### src/rtl/morse_keyer.sv
// Morse keyer: turns accepted ASCII characters into ITU-timed on/off keying.
// Optional audio tone output enabled by defining MORSE_TONE_EN.
module morse_keyer #(
  parameter int UNIT_W = 16
`ifdef MORSE_TONE_EN
  ,
  parameter int TONE_W = 12
`endif
) (
  input  logic              clk_i,
  input  logic              reset_ni,
  input  logic [UNIT_W-1:0] unit_cycles_i,
  input  logic [7:0]        ascii_i,
  input  logic              valid_i,
  output logic              ready_o,
  output logic              morse_o,
  output logic              busy_o,
  output logic              done_o,
  output logic              err_o
`ifdef MORSE_TONE_EN
  ,
  input  logic [TONE_W-1:0] tone_div_i,
  output logic              tone_o
`endif
);

  typedef enum logic [2:0] {
    IDLE     = 3'd0,
    MARK     = 3'd1,
    GAP      = 3'd2,
    CHAR_GAP = 3'd3,
    WORD_GAP = 3'd4,
    DONE     = 3'd5,
    ERR      = 3'd6
  } state_t;

  state_t            state_reg, state_next;
  logic [UNIT_W-1:0] unit_len_reg, unit_len_next;
  logic [UNIT_W-1:0] cycle_cnt_reg, cycle_cnt_next;
  logic [1:0]        unit_cnt_reg, unit_cnt_next;
  logic [5:0]        code_reg, code_next;
  logic [2:0]        len_reg, len_next;
  logic [2:0]        idx_reg, idx_next;
  logic [9:0]        entry;
  logic [1:0]        units_m1;
  logic              last_cycle, state_end, timed;

  // Entry format {supported, length, elements}; first element in bit 5, 1 = dash.
  function automatic logic [9:0] lookup(input logic [7:0] ch);
    logic [7:0] uc;
    uc = (ch >= 8'h61 && ch <= 8'h7a) ? ch - 8'h20 : ch;
    lookup = '0;
    case (uc)
      "A": lookup = {1'b1, 3'd2, 6'b010000};
      "B": lookup = {1'b1, 3'd4, 6'b100000};
      "C": lookup = {1'b1, 3'd4, 6'b101000};
      "D": lookup = {1'b1, 3'd3, 6'b100000};
      "E": lookup = {1'b1, 3'd1, 6'b000000};
      "F": lookup = {1'b1, 3'd4, 6'b001000};
      "G": lookup = {1'b1, 3'd3, 6'b110000};
      "H": lookup = {1'b1, 3'd4, 6'b000000};
      "I": lookup = {1'b1, 3'd2, 6'b000000};
      "J": lookup = {1'b1, 3'd4, 6'b011100};
      "K": lookup = {1'b1, 3'd3, 6'b101000};
      "L": lookup = {1'b1, 3'd4, 6'b010000};
      "M": lookup = {1'b1, 3'd2, 6'b110000};
      "N": lookup = {1'b1, 3'd2, 6'b100000};
      "O": lookup = {1'b1, 3'd3, 6'b111000};
      "P": lookup = {1'b1, 3'd4, 6'b011000};
      "Q": lookup = {1'b1, 3'd4, 6'b110100};
      "R": lookup = {1'b1, 3'd3, 6'b010000};
      "S": lookup = {1'b1, 3'd3, 6'b000000};
      "T": lookup = {1'b1, 3'd1, 6'b100000};
      "U": lookup = {1'b1, 3'd3, 6'b001000};
      "V": lookup = {1'b1, 3'd4, 6'b000100};
      "W": lookup = {1'b1, 3'd3, 6'b011000};
      "X": lookup = {1'b1, 3'd4, 6'b100100};
      "Y": lookup = {1'b1, 3'd4, 6'b101100};
      "Z": lookup = {1'b1, 3'd4, 6'b110000};
      "0": lookup = {1'b1, 3'd5, 6'b111110};
      "1": lookup = {1'b1, 3'd5, 6'b011110};
      "2": lookup = {1'b1, 3'd5, 6'b001110};
      "3": lookup = {1'b1, 3'd5, 6'b000110};
      "4": lookup = {1'b1, 3'd5, 6'b000010};
      "5": lookup = {1'b1, 3'd5, 6'b000000};
      "6": lookup = {1'b1, 3'd5, 6'b100000};
      "7": lookup = {1'b1, 3'd5, 6'b110000};
      "8": lookup = {1'b1, 3'd5, 6'b111000};
      "9": lookup = {1'b1, 3'd5, 6'b111100};
      ".": lookup = {1'b1, 3'd6, 6'b010101};
      ",": lookup = {1'b1, 3'd6, 6'b110011};
      "?": lookup = {1'b1, 3'd6, 6'b001100};
      "/": lookup = {1'b1, 3'd5, 6'b100100};
      "=": lookup = {1'b1, 3'd5, 6'b100010};
      "-": lookup = {1'b1, 3'd6, 6'b100001};
      default: lookup = '0;
    endcase
  endfunction

  always_ff @(posedge clk_i or negedge reset_ni) begin
    if (!reset_ni) begin
      state_reg     <= IDLE;
      unit_len_reg  <= UNIT_W'(1);
      cycle_cnt_reg <= '0;
      unit_cnt_reg  <= '0;
      code_reg      <= '0;
      len_reg       <= '0;
      idx_reg       <= '0;
    end else begin
      state_reg     <= state_next;
      unit_len_reg  <= unit_len_next;
      cycle_cnt_reg <= cycle_cnt_next;
      unit_cnt_reg  <= unit_cnt_next;
      code_reg      <= code_next;
      len_reg       <= len_next;
      idx_reg       <= idx_next;
    end
  end

  always_comb begin
    state_next     = state_reg;
    unit_len_next  = unit_len_reg;
    code_next      = code_reg;
    len_next       = len_reg;
    idx_next       = idx_reg;
    cycle_cnt_next = '0;
    unit_cnt_next  = '0;
    entry          = lookup(ascii_i);
    timed          = 1'b0;
    units_m1       = 2'd0;

    case (state_reg)
      MARK:     units_m1 = code_reg[5] ? 2'd2 : 2'd0;
      CHAR_GAP: units_m1 = 2'd2;
      WORD_GAP: units_m1 = 2'd3;
      default:  units_m1 = 2'd0;
    endcase
    last_cycle = (cycle_cnt_reg == unit_len_reg - UNIT_W'(1));
    state_end  = last_cycle && (unit_cnt_reg == units_m1);

    case (state_reg)
      IDLE: begin
        if (valid_i) begin
          unit_len_next = (unit_cycles_i == '0) ? UNIT_W'(1) : unit_cycles_i;
          code_next     = entry[5:0];
          len_next      = entry[8:6];
          idx_next      = '0;
          if (ascii_i == 8'h20)  state_next = WORD_GAP;
          else if (entry[9])     state_next = MARK;
          else                   state_next = ERR;
        end
      end
      MARK: begin
        timed = 1'b1;
        if (state_end) begin
          code_next  = {code_reg[4:0], 1'b0};
          idx_next   = idx_reg + 3'd1;
          state_next = (idx_reg + 3'd1 == len_reg) ? CHAR_GAP : GAP;
        end
      end
      GAP: begin
        timed = 1'b1;
        if (state_end) state_next = MARK;
      end
      CHAR_GAP, WORD_GAP: begin
        timed = 1'b1;
        if (state_end) state_next = DONE;
      end
      DONE:    state_next = IDLE;
      ERR:     state_next = IDLE;
      default: state_next = IDLE;
    endcase

    // Counters restart whenever the state changes so each element is timed from zero.
    if (timed && state_next == state_reg) begin
      if (last_cycle) begin
        cycle_cnt_next = '0;
        unit_cnt_next  = unit_cnt_reg + 2'd1;
      end else begin
        cycle_cnt_next = cycle_cnt_reg + UNIT_W'(1);
        unit_cnt_next  = unit_cnt_reg;
      end
    end
  end

  assign ready_o = (state_reg == IDLE);
  assign busy_o  = (state_reg != IDLE);
  assign morse_o = (state_reg == MARK);
  assign done_o  = (state_reg == DONE);
  assign err_o   = (state_reg == ERR);

`ifdef MORSE_TONE_EN
  logic [TONE_W-1:0] tone_cnt_reg;
  logic              tone_reg;

  always_ff @(posedge clk_i or negedge reset_ni) begin
    if (!reset_ni) begin
      tone_cnt_reg <= '0;
      tone_reg     <= 1'b0;
    end else if (state_reg != MARK) begin
      tone_cnt_reg <= '0;
      tone_reg     <= 1'b0;
    end else if (tone_cnt_reg == tone_div_i) begin
      tone_cnt_reg <= '0;
      tone_reg     <= ~tone_reg;
    end else begin
      tone_cnt_reg <= tone_cnt_reg + TONE_W'(1);
    end
  end

  // Gated so the tone is silent the instant a mark ends.
  assign tone_o = tone_reg & morse_o;
`endif

endmodule

### config.mk
export PLATFORM = sky130hd
export DESIGN_NAME = morse_keyer
export DESIGN_NICKNAME = d
export VERILOG_FILES = /design/src/rtl/morse_keyer.sv
export SDC_FILE = /design/constraint.sdc
export NUM_CORES = 1
export LEC_CHECK = 0
export BUFFER_PORTS_ARGS = -buffer_cell sky130_fd_sc_hd__buf_2
export CAP_MARGIN = 10
export CORE_MARGIN = 1.5
export CORE_UTILIZATION = 55
export DETAILED_ROUTE_END_ITERATION = 8
export PLACE_DENSITY = 0.78
export SYNTH_ARGS = -nofsm -noshare
export SYNTH_HDL_FRONTEND = slang
export SYNTH_SLANG_ARGS = --single-unit
### constraint.sdc
create_clock -name clk_i -period 8.99 [get_ports clk_i]
set_clock_uncertainty 0.2 [all_clocks]
set_input_delay 1.798 -clock clk_i [delete_from_list [all_inputs] [get_ports clk_i]]
set_output_delay 1.798 -clock clk_i [all_outputs]
set_load 0.005 [all_outputs]
# After elaboration in Yosys (flattened, before gate mapping)
# Memories as Yosys holds them, arrays and structs flattened.
# Index checks and enable logic that the tools add are counted.
# totals
inputBits	27
register_bits	49
out_inout_bits	5
mem_bits_ro	1280
n_memories	1
wordCells	64
# classes
add_sub_neg	5
n_reduce_logical	11
mux	24
order_cmp	2
n_eq_ne	14
# memory_table
name	words	width	rd	rd_ports_with_merged_regs	write_ports	line_no	text
(no name shown)	128	10	1	0	0	53	case (uc)
# ops
operator	n
$mux 16	3
$mux 3	8
$add 16x1->16 const B	1
$eq 16x16->1	1
$logic_not 16->1	1
$sub 16x1->16 const B	1
$mux 6	2
$pmux 3 s4	1
$pmux 6 s2	1
$mux 10	1
$eq 3x3->1 const B	3
$eq 8x6->1 const B	1
$ge 8x7->1 const B	1
$le 8x7->1 const B	1
$mux 8	1
$sub 8x6->8 const B	1
$eq 3x2->1 const B	2
$eq 3x3->1	2
$mux 2	3
$pmux 2 s3	1
$pmux 3 s2	1
$ne 2x2->1 const B	2
$reduce_or 4->1	1
$add 3x1->3 const B	1
12 further kinds	15

# Depth between registers and ports, before layout
# Gate-level depths: netlist (run 1).
# An unclocked memory read counts as a cell.
# logic_depth
word_depth	12
depth_mapped	12
mapped_depth_nobuf	9

# Least setup slack after synthesis (run 1)
# Ideal clock, no wire load.
# synth_path
path_kind	input port to flip-flop
startpoint	input port ascii_i[0]
endpoint	register code_reg[1]
n_path_buf	0
t_arrival_ns	3.596
path_slack_ns	5.117
required_ns	8.713
path_stages	9
setup_time_ns	0.077
cell_sequence	inv_1 -> ha_1 -> nand2b_1 -> a21o_1 -> a31oi_1 -> inv_1 -> o41a_1 -> a22o_1 -> a21oi_1
# synth_between
elab_chain_len	7
word_cells_on_any_way	9
cone_classes	add/sub: 1; order compare: 2; mux: 4; reduce/logical: 1; memory: 1
# synth_rtl
item	line_no	text
start, declared	13	input logic [7:0] ascii_i,
$ge 8x7->1 or $le 8x7->1 (tied branches)	51	uc = (ch >= 8'h61 && ch <= 8'h7a) ? ch - 8'h20 : ch;
$logic_and 1x1->1	51	
$mux 8 (*)	51	
$mem_v2 128x10	--	
$mux 10 (*)	53	
$mux 6 (*)	143	if (valid_i) begin
$pmux 6 s2 (*)	141	case (state_reg)
end signal, assigned	114	code_reg <= code_next;
end, declared	41	logic [5:0] code_reg, code_next;
# Every way passes the cells marked *; elsewhere a longest branch is shown, timed or not. The select of a mux whose other input is x is not followed.
# A chain may end at the register's enable or synchronous reset.

# Worst setup path after layout (run 1)
# layout_path
startpoint	input port ascii_i[1]
endpoint	register code_reg[1]
# Same word-level chain as after synthesis.

==> impl_results.md, run 1 <==
* Via count at 3,676
* CP Capture Type: flip-flop
* Die height at 88.5 um
* #FFs+latches synth at 49
* Cts bufs inserted at 5
* Crit-path max FO at 12
* CP Data Required Time at 9.02 ns
* Fraction of final layout cells sized beyond drive strength 1 at 12.9%
* Setup slack, reg-to-reg at 5.00 ns
* Leakage at 1.84 nW
* Mux contribution to synthesized area at 3.74%
* Synth area leaders: dfrtp_1 30%, nand2_1 7.4%, ha_1 4.7%, nor2_1 4.4%, o21ai_0 4.1%
* Worst-Skew Late Latency at 0.31 ns
* Max Cap Viol at 0
* Initial DRC count at 213
* Ys async rst share at 100%
* Yosys top cell by area: dfrtp_1
* Critical path class: input pin to flip-flop
* Wire per inst at 15.7 um
* Global-route wire length before repair at 15.9 mm
* Seq pwr share at 42.7%
* Largest family of logic cells by synthesized area: simple AND/OR/NAND/NOR gates
* DRT Pass-1 Iters at 5
* Crit path DAT at 4.11 ns
* RSZ-0062 raised after global routing: false
* Row count at 30
* Worst R2R Start: unit_len_reg[1]
* Routed Antenna Nets at 0
* Final period utilization at 45.4%
* Clk pwr share at 17.4%
* Synth cell types at 69
* N_diodes at 0
* H-tree depth at 2
* VDD IR-drop max at 0.105 mV
* Setup TNS at 0 ns
* Area Growth Syn to Fin at 6.38%
* IO Count at 32
* Crit path launch type: input pin
* Number of synthesized flops with an enable pin at 0
* Slew margin rel. at 26.2%
* Post-Route WL at 9.40 mm
* Clock Pin Slew Worst Setup and Hold Paths at 0.08 ns
* Number of global-route vias before repair at 3,457
* Most common cell in the synthesized netlist: nand2_1
* CP endpoint: code_reg[1]
* Synth warn at 0
* PostCTS Resize Cnt at 0
* Measured slew at the worst slew-check pin at 1.11 ns
* Clk sink count at 49
* Hpwl dp at 6.72 mm
* Final Slew Violations at 0
* Antenna violations before repair at 0
* Commonest cells post-synth: 79 x nand2_1, 48 x dfrtp_1, 47 x nor2_1
* Setup-failing EPs final at 0
* Vias/cell at 6.14
* Post-synthesis xor/xnor area fraction at 7.19%
* Cell Area, Synth at 0.00402 mm2
* Compound-Gate Fraction of Synth Area at 18.2%
* Hold buffer count at cts at 0
* Die width at 88.5 um
* Die ar. at 0.00783 mm2
* Worst Hold Class: flip-flop to flip-flop
* Switching part of the total at 41.0%
* Grt total ovfl at 0
* Bufs on Longest Clock Path at 2
* Switch Pwr at 0.000392 W
* Prevailing post-synth register cell: dfrtp_1
* Initial Util at 57.9%
* Outcome: finished clean
* CP startpoint: ascii_i[1]
* Post-CTS setup repair buffer count at 0
* Adder-cell share of the synthesized area at 4.67%
* Pwr per Cell Area at 223 mW/mm2
* Tot GR Track Use at 25.7%
* Clock tree from TritonCTS: yes
* Average size of a mapped cell at 8.15 um2
* Register area share after synthesis at 30.6%
* Core Area at 0.00694 mm2
* Hold Slack at 0.312 ns
* Max Clk Rate at 245 MHz
* Hold Fails Final Rpt at 0
* Internal power at 0.000563 W
* Fin nets at 544
* Reg2reg path depth at 9
* Port Buffers at 31
* Worst r2r dst: cycle_cnt_reg[12]
* Syn Nets at 535
* Combinational group share of total power at 39.9%
* Gate Count Post-Synth at 493
* Simple-gate share of the synthesized area at 30.2%
* Root Driver: clkbuf_8
* Tmin final at 4.08 ns
* Final routed DRC violation total at 0
* Post-synth top area share at 29.9%
* Largest net degree at the start of global routing at 50
* GPL Wtd Cong at 0.933
-- cells in the final DEF (no fill, tap or decap), types with 3 or more instances in the layout --
master,n
and3_1,8
and2_1,5
a211oi_2,3
nand2b_1,8
mux2i_1,6
o311ai_0,3
a22o_1,3
nand2_1,79
inv_1,16
nor2b_1,13
buf_2,31
a31oi_1,10
nand4b_1,3
a311oi_1,3
a211oi_1,4
a22oi_1,4
dfrtp_1,48
mux2_2,4
ha_1,15
xor2_1,15
nor2_1,47
nor3b_1,8
and4_2,3
xnor2_1,18
nor4_1,8
nand3_1,11
nand4_1,15
nor3_1,9
a21oi_1,16
o21ai_0,33
clkbuf_8,6
-- area by class of cell --
type                       count  area (um2)
fill                         629        2670
multi-input combinational    397        2570
sequential                    49        1230
timing repair buffer          32         175
tap                           96         120
clock buffer                   7        86.3
inverter                      17        63.8
clock inverter                 1        30.0
-- worst min path at each step --
| stage | from | to | slack (ns) | cells after the start |
|---|---|---|---|---|
| 2_1_floorplan | len_reg[0] | len_reg[0] | 0.27 | 2 |
| 3_3_place_gp | code_reg[0] | code_reg[0] | 0.29 | 1 |
| 3_5_place_dp | len_reg[1] | len_reg[1] | 0.30 | 2 |
| 4_1_cts | len_reg[1] | len_reg[1] | 0.31 | 2 |
| 5_1_grt | idx_reg[0] | idx_reg[0] | 0.35 | 1 |
| 6_report | len_reg[1] | len_reg[1] | 0.31 | 2 |
-- power by group through the flow --
stage | sequential (W) | clock (W) | combinational [W]
6_report | 0.000408 | 0.000166 | 0.000380
5_1_grt | 0.000421 | 0.000178 | 0.000428
4_1_cts | 0.000405 | 0.000171 | 0.000378
3_5_place_dp | 0.000410 | 0 | 0.000375
3_3_place_gp | 0.000407 | 0 | 0.000363
2_1_floorplan | 0.000352 | 0 | 0.000353
-- metal layers --
metal,global-route usage [%],wire (um),up-vias
met4,10.5,297,0
met3,3.82,376,25
li1,-,-,1783
met2,43.0,4630,104
met1,33.5,4100,1764
met5,0,0,-
-- worst max-delay path, stage by stage --
cell     delay, ns
buf_2         0.21
inv_1         0.17
ha_1          0.29
nor3_1        0.24
nand3_1       0.16
a31oi_1       0.39
inv_1         0.10
o41a_1        0.41
a22o_1        0.23
a21oi_1       0.12
-- stage by stage --
stage,power [W],instance area (um2),worst slack [ns],cells,util [%]
floorplan,0.000706,4020,5.12,493,-
detailed placement,0.000785,4140,4.64,590,59.6
CTS,0.000953,4250,4.95,598,61.3
finish,0.000954,4270,4.91,599,61.5
global route,0.00103,4270,4.66,599,61.5
global placement,0.000770,4140,4.76,590,59.6
-- logic make-up after synthesis --
group / after synthesis
compound gates: 103
xor+xnor: 33
fa+ha+maj: 15
buf+inv: 47
flops: 49
mux: 12
simple gates: 234
Note: power is estimated with default switching activity, not from simulation.
==> run 2: changes to the inputs <==
==> constraint.sdc (replaced) <==
create_clock -name clk_i -period 4.12 [get_ports clk_i]
set_clock_uncertainty 0.2 [all_clocks]
set_input_delay 0.824 -clock clk_i [delete_from_list [all_inputs] [get_ports clk_i]]
set_output_delay 0.824 -clock clk_i [all_outputs]
set_load 0.005 [all_outputs]
==> run 2 against run 1 <==
Compared with the run above:
- clock-buffer cell count down 1
- global-route usage down 0.79 points
- design area down 0.91%
- largest cell class unchanged
==> impl_results.md, run 2 (synthesis gave the netlist of run 1 again) <==
* Outcome: finished clean
* Cts bufs inserted at 5
* Die ar. at 0.00783 mm2
* Antenna violations before repair at 0
* Placed instance count at 592
* Via count at 3,698
* Reg2reg path depth at 10
* Initial Util at 57.9%
* Clock tree from TritonCTS: yes
* Crit path launch type: flip-flop
* Largest net degree at the start of global routing at 47
* Post-CTS setup repair buffer count at 0
* Root Driver: clkbuf_8
* Dpl ws at 0.667 ns
* Worst hold path depth at 1
* Worst-Skew Late Latency at 0.31 ns
* CP peak stage delay at 0.62 ns
* Routed Antenna Nets at 0
* PostCTS Resize Cnt at 0
* Hpwl dp at 6.78 mm
* Row count at 30
* Hold Path Sink: code_reg[0]
* Worst r2r dst: cycle_cnt_reg[15]
* N_diodes at 0
* VDD IR-drop max at 0.215 mV
* CP Data Required Time at 4.09 ns
* Commonest non-fill, non-tap cell in the layout: nand2_1
* Core Area at 0.00694 mm2
* Area Growth Syn to Fin at 5.42%
* Global-route wire length before repair at 15.5 mm
* Final WS setup at 0.607 ns
* Slowest CP cell: nor3b_1
* Worst Hold Class: flip-flop to flip-flop
* Die width at 88.5 um
* Crit path cell chain: inv_1 -> ha_1 -> nor3b_1 -> nand4_1 -> xnor2_1 -> nand3_1 -> a2111oi_4 -> buf_4 -> nand2b_1 -> nor2_1
* Hold buffer count at cts at 0
* Tot GR Track Use at 24.9%
* Hold Slack at 0.323 ns
* Initial DRC count at 222
* Final instance area at 0.00424 mm2
* Bufs on Longest Clock Path at 2
* Final Slew Violations at 0
* Hold Fails Final Rpt at 0
* Clock Pin Slew Worst Setup and Hold Paths at 0.09 ns
* RSZ-0062 raised after global routing: false
* Crit path DAT at 3.48 ns
* CP Capture Type: flip-flop
* Post-Route WL at 9.33 mm
* Setup slack, reg-to-reg at 0.61 ns
* Max Cap Viol at 0
* Port Buffers at 31
* Vias/cell at 6.16
* Setup TNS at 0 ns
* GPL Wtd Cong at 0.950
* Placed Area at 0.00415 mm2
* Worst Min Path Start: code_reg[0]
* DRT Pass-1 Iters at 5
* Grt total ovfl at 0
* Max Clk Rate at 285 MHz
* Crit-path max FO at 16
* Final routed DRC violation total at 0
* Final std cells w/o fill at 600
* Footprint of the multi-input gates at 0.00257 mm2
* Clk sink count at 49
* Measured slew at the worst slew-check pin at 1.04 ns
* Die height at 88.5 um
* Number of global-route vias before repair at 3,326
* Final period utilization at 85.3%
* FILL cells at 628
* H-tree depth at 2
* Reg area at 0.00123 mm2
* IO Count at 32
* Fraction of final layout cells sized beyond drive strength 1 at 13.1%
* Critical path class: flip-flop to flip-flop
* Tmin final at 3.51 ns
* Worst R2R Start: unit_len_reg[1]
* Fin nets at 545
* Pwr per Cell Area at 474 mW/mm2
* Leakage at 1.83 nW
* Most frequent cells in the layout: 79 x nand2_1, 48 x dfrtp_1, 47 x nor2_1
* Slew margin rel. at 30.7%
* Setup-failing EPs final at 0
* Wire per inst at 15.5 um
==> run 2: changes by cell type in the layout (fill, tap and decap cells not counted), sizes merged <==
cell	delta
clkbuf	-1
buf	+1
clkinv	+2
bufinv	-1
==> run 2: area by class of cell <==
| type | instances | share of cell area, % |
|---|---|---|
| multi-input combinational | 397 | 60.7 |
| sequential | 49 | 29.0 |
| timing repair buffer | 33 | 4.02 |
| tap | 96 | 2.84 |
| clock buffer | 6 | 1.71 |
| inverter | 17 | 1.51 |
| clock inverter | 2 | 0.236 |
==> run 2: worst max-delay path, delay by kind of cell, from the launching register on <==
kind	cells	cell delay (ns)
AO/OA/AOI/OAI	1	0.30
XOR/XNOR	1	0.18
adder cells (fa/ha/maj)	1	0.27
buffers and inverters	2	0.38
flip-flops	1	0.46
AND/OR/NAND/NOR	5	1.58
==> run 2: worst max-delay path by stage <==
stage | from | end | slack (ns) | depth (start not counted)
finish | unit_len_reg[1] | cycle_cnt_reg[15] | 0.61 | 10
global route | unit_len_reg[1] | cycle_cnt_reg[8] | 0.33 | 10
CTS | unit_len_reg[1] | cycle_cnt_reg[7] | 0.63 | 10
detailed placement | unit_len_reg[1] | cycle_cnt_reg[7] | 0.67 | 10
global placement | unit_len_reg[1] | cycle_cnt_reg[15] | 0.84 | 10
floorplan | unit_len_reg[0] | code_reg[0] | 1.18 | 11
==> run 2: layer usage <==
layer,wire [um],part of all wire [%],vias to the layer above,global-route usage (%)
li1,-,-,1779,-
met1,4130,44,1776,32.3
met2,4560,49,116,42.3
met3,348,3.7,27,3.08
met4,291,3.1,0,10.1
met5,0,0,-,0
==> run 2: per-stage QoR <==
stage	utilization (%)	total power, W
6_report	61.0	0.00201
5_1_grt	61.0	0.00216
4_1_cts	61.0	0.00200
3_5_place_dp	59.8	0.00172
3_3_place_gp	59.8	0.00168
2_1_floorplan	-	0.00154
==> run 2: where the power goes <==
group | internal (W) | leakage (nW) | switching (W) | total, W
clock network | 0.000118 | 0.0450 | 0.000162 | 0.000281
registers | 0.000640 | 0.619 | 0.000253 | 0.000893
logic | 0.000390 | 1.17 | 0.000445 | 0.000835
==> run 3: changes to the inputs <==
--- a/config.mk
+++ b/config.mk
@@ -7,10 +7,13 @@
 export LEC_CHECK = 0
 export BUFFER_PORTS_ARGS = -buffer_cell sky130_fd_sc_hd__buf_2
 export CAP_MARGIN = 10
+export CORE_ASPECT_RATIO = 1.4
 export CORE_MARGIN = 1.5
 export CORE_UTILIZATION = 55
 export DETAILED_ROUTE_END_ITERATION = 8
 export PLACE_DENSITY = 0.78
+export RECOVER_POWER = 50
+export SLEW_MARGIN = 5
 export SYNTH_ARGS = -nofsm -noshare
 export SYNTH_HDL_FRONTEND = slang
 export SYNTH_SLANG_ARGS = --single-unit
==> run 3 against run 2 <==
Compared with the run above:
- the run now ends with capacitance limit, slew limit left
- clock-buffer cell count increased by 1
- sequential power barely moved
- first-iteration DRC count up 0.90%
- die area about the same
- via count down 0.54%
- non-clock buffer count grew 2
- clock power increased by 2%
==> impl_results.md, run 3 (synthesis gave the netlist of run 1 again) <==
* Commonest non-fill, non-tap cell in the layout: nand2_1
* Initial DRC count at 224
* Worst Min Path Start: len_reg[0]
* Routed Antenna Nets at 0
* Clk pwr share at 14.2%
* Internal power at 0.00116 W
* Max Cap Viol at 1
* DRT Pass-1 Iters at 4
* Worst R2R Start: unit_len_reg[1]
* Final instance area at 0.00425 mm2
* PostCTS Resize Cnt at 0
* Combinational group share of total power at 41.6%
* Clock Pin Slew Worst Setup and Hold Paths at 0.09 ns
* Worst hold path depth at 2
* Switch Pwr at 0.000855 W
* Crit path DAT at 3.41 ns
* Leakage at 1.83 nW
* Cts bufs inserted at 5
* Port Buffers at 31
* Switching part of the total at 42.4%
* Largest net degree at the start of global routing at 41
* Final routed DRC violation total at 0
* Max Clk Rate at 291 MHz
* Antenna violations before repair at 0
* Bufs on Longest Clock Path at 2
* Slowest CP cell: nor3b_1
* Crit path launch type: flip-flop
* Crit path cell chain: inv_1 -> ha_1 -> nor3b_1 -> nand4_1 -> a22oi_1 -> nand4_1 -> a2111oi_4 -> buf_4 -> nand2b_1 -> nor2_1
* Fraction of final layout cells sized beyond drive strength 1 at 12.9%
* Vias/cell at 6.13
* Number of global-route vias before repair at 3,557
* Dpl ws at 0.712 ns
* VDD IR-drop max at 0.200 mV
* GPL Wtd Cong at 0.932
* Post-Route WL at 9.69 mm
* Core Area at 0.00703 mm2
* Final period utilization at 83.5%
* Setup TNS at 0 ns
* N_diodes at 0
* RSZ-0062 raised after global routing: false
* IO Count at 32
* H-tree depth at 2
* Hold Path Sink: len_reg[0]
* Hold buffer count at cts at 0
* Area Growth Syn to Fin at 5.73%
* Tot GR Track Use at 26.2%
* Crit-path max FO at 16
* Most frequent CP cell: nand4_1
* Initial Util at 57.2%
* Most frequent cells in the layout: 79 x nand2_1, 48 x dfrtp_1, 47 x nor2_1
* Global-route wire length before repair at 16.2 mm
* Final WS setup at 0.681 ns
* Reg2reg path depth at 10
* Die height at 104 um
* Slew margin rel. at -3.62%
* CP peak stage delay at 0.55 ns
* CP Data Required Time at 4.09 ns
* Placed Area at 0.00417 mm2
* Critical path class: flip-flop to flip-flop
* Hpwl dp at 7.26 mm
* Worst r2r dst: cycle_cnt_reg[4]
* Measured slew at the worst slew-check pin at 1.55 ns
* Worst Hold Class: flip-flop to flip-flop
* Hold Fails Final Rpt at 0
* Seq pwr share at 44.2%
* Final core utilization at 60.5%
* Root Driver: clkbuf_8
* Fin nets at 547
* Die width at 75.2 um
* Setup slack, reg-to-reg at 0.68 ns
* Pwr per Cell Area at 475 mW/mm2
* Tmin final at 3.44 ns
* Setup-failing EPs final at 0
* Final Slew Violations at 30
* CP Capture Type: flip-flop
* Wire per inst at 16.2 um
* Worst-Skew Late Latency at 0.31 ns
* Outcome: finished with violations
* Clk sink count at 49
* Die ar. at 0.00783 mm2
* Grt total ovfl at 0
* Row count at 36
* Clock tree from TritonCTS: yes
* Via count at 3,678
* Post-CTS setup repair buffer count at 0
* Violated checks: capacitance limit, slew limit
## run 3: cell types whose count changed in the layout (fill, tap and decap cells not counted), sizes merged
cell / change
clkinv: -2
buf: -1
clkbuf: +4
## run 3: routing by layer
metal | global-route usage [%] | share of wire [%]
met5 | 0 | 0
met4 | 13.1 | 3.8
met3 | 3.29 | 2.7
met2 | 46.0 | 54
met1 | 29.9 | 40
## run 3: worst max-delay path by stage
stage	start	end	cells past startpoint
3_3_place_gp	unit_len_reg[1]	cycle_cnt_reg[15]	10
3_5_place_dp	unit_len_reg[1]	cycle_cnt_reg[4]	10
5_1_grt	unit_len_reg[1]	cycle_cnt_reg[3]	10
4_1_cts	unit_len_reg[1]	cycle_cnt_reg[4]	10
6_report	unit_len_reg[1]	cycle_cnt_reg[4]	10
2_1_floorplan	unit_len_reg[0]	code_reg[0]	11
## run 3: worst max-delay path, delay by kind of cell, from the launching register on
| family | cells | cell delay [ns] |
|---|---|---|
| compound gates | 2 | 0.48 |
| buf+inv | 2 | 0.37 |
| fa+ha+maj | 1 | 0.27 |
| flops | 1 | 0.45 |
| simple gates | 5 | 1.52 |
## run 3: power groups by stage
stage               clock, W  sequential, W  combinational (W)
global route        0.000320       0.000918           0.000937
global placement           0       0.000882           0.000807
detailed placement         0       0.000895           0.000832
floorplan                  0       0.000769           0.000771
finish              0.000287       0.000891           0.000840
CTS                 0.000295       0.000886           0.000836
## run 3: area by class of cell
cell class	instances	area [um2]
Timing Repair Buffer	35	180
Multi-Input combinational cell	397	2570
Clock buffer	7	86.3
Tap cell	95	119
Fill cell	658	2780
Inverter	17	63.8
Sequential cell	49	1230
## run 3: metrics by stage
step	total power, W	instances	hold WS [ns]
final	0.00202	600	0.300
after global routing	0.00217	600	0.360
after CTS	0.00202	600	0.272
after detailed placement	0.00173	593	0.289
after global placement	0.00169	593	0.286
after floorplan	0.00154	493	0.269
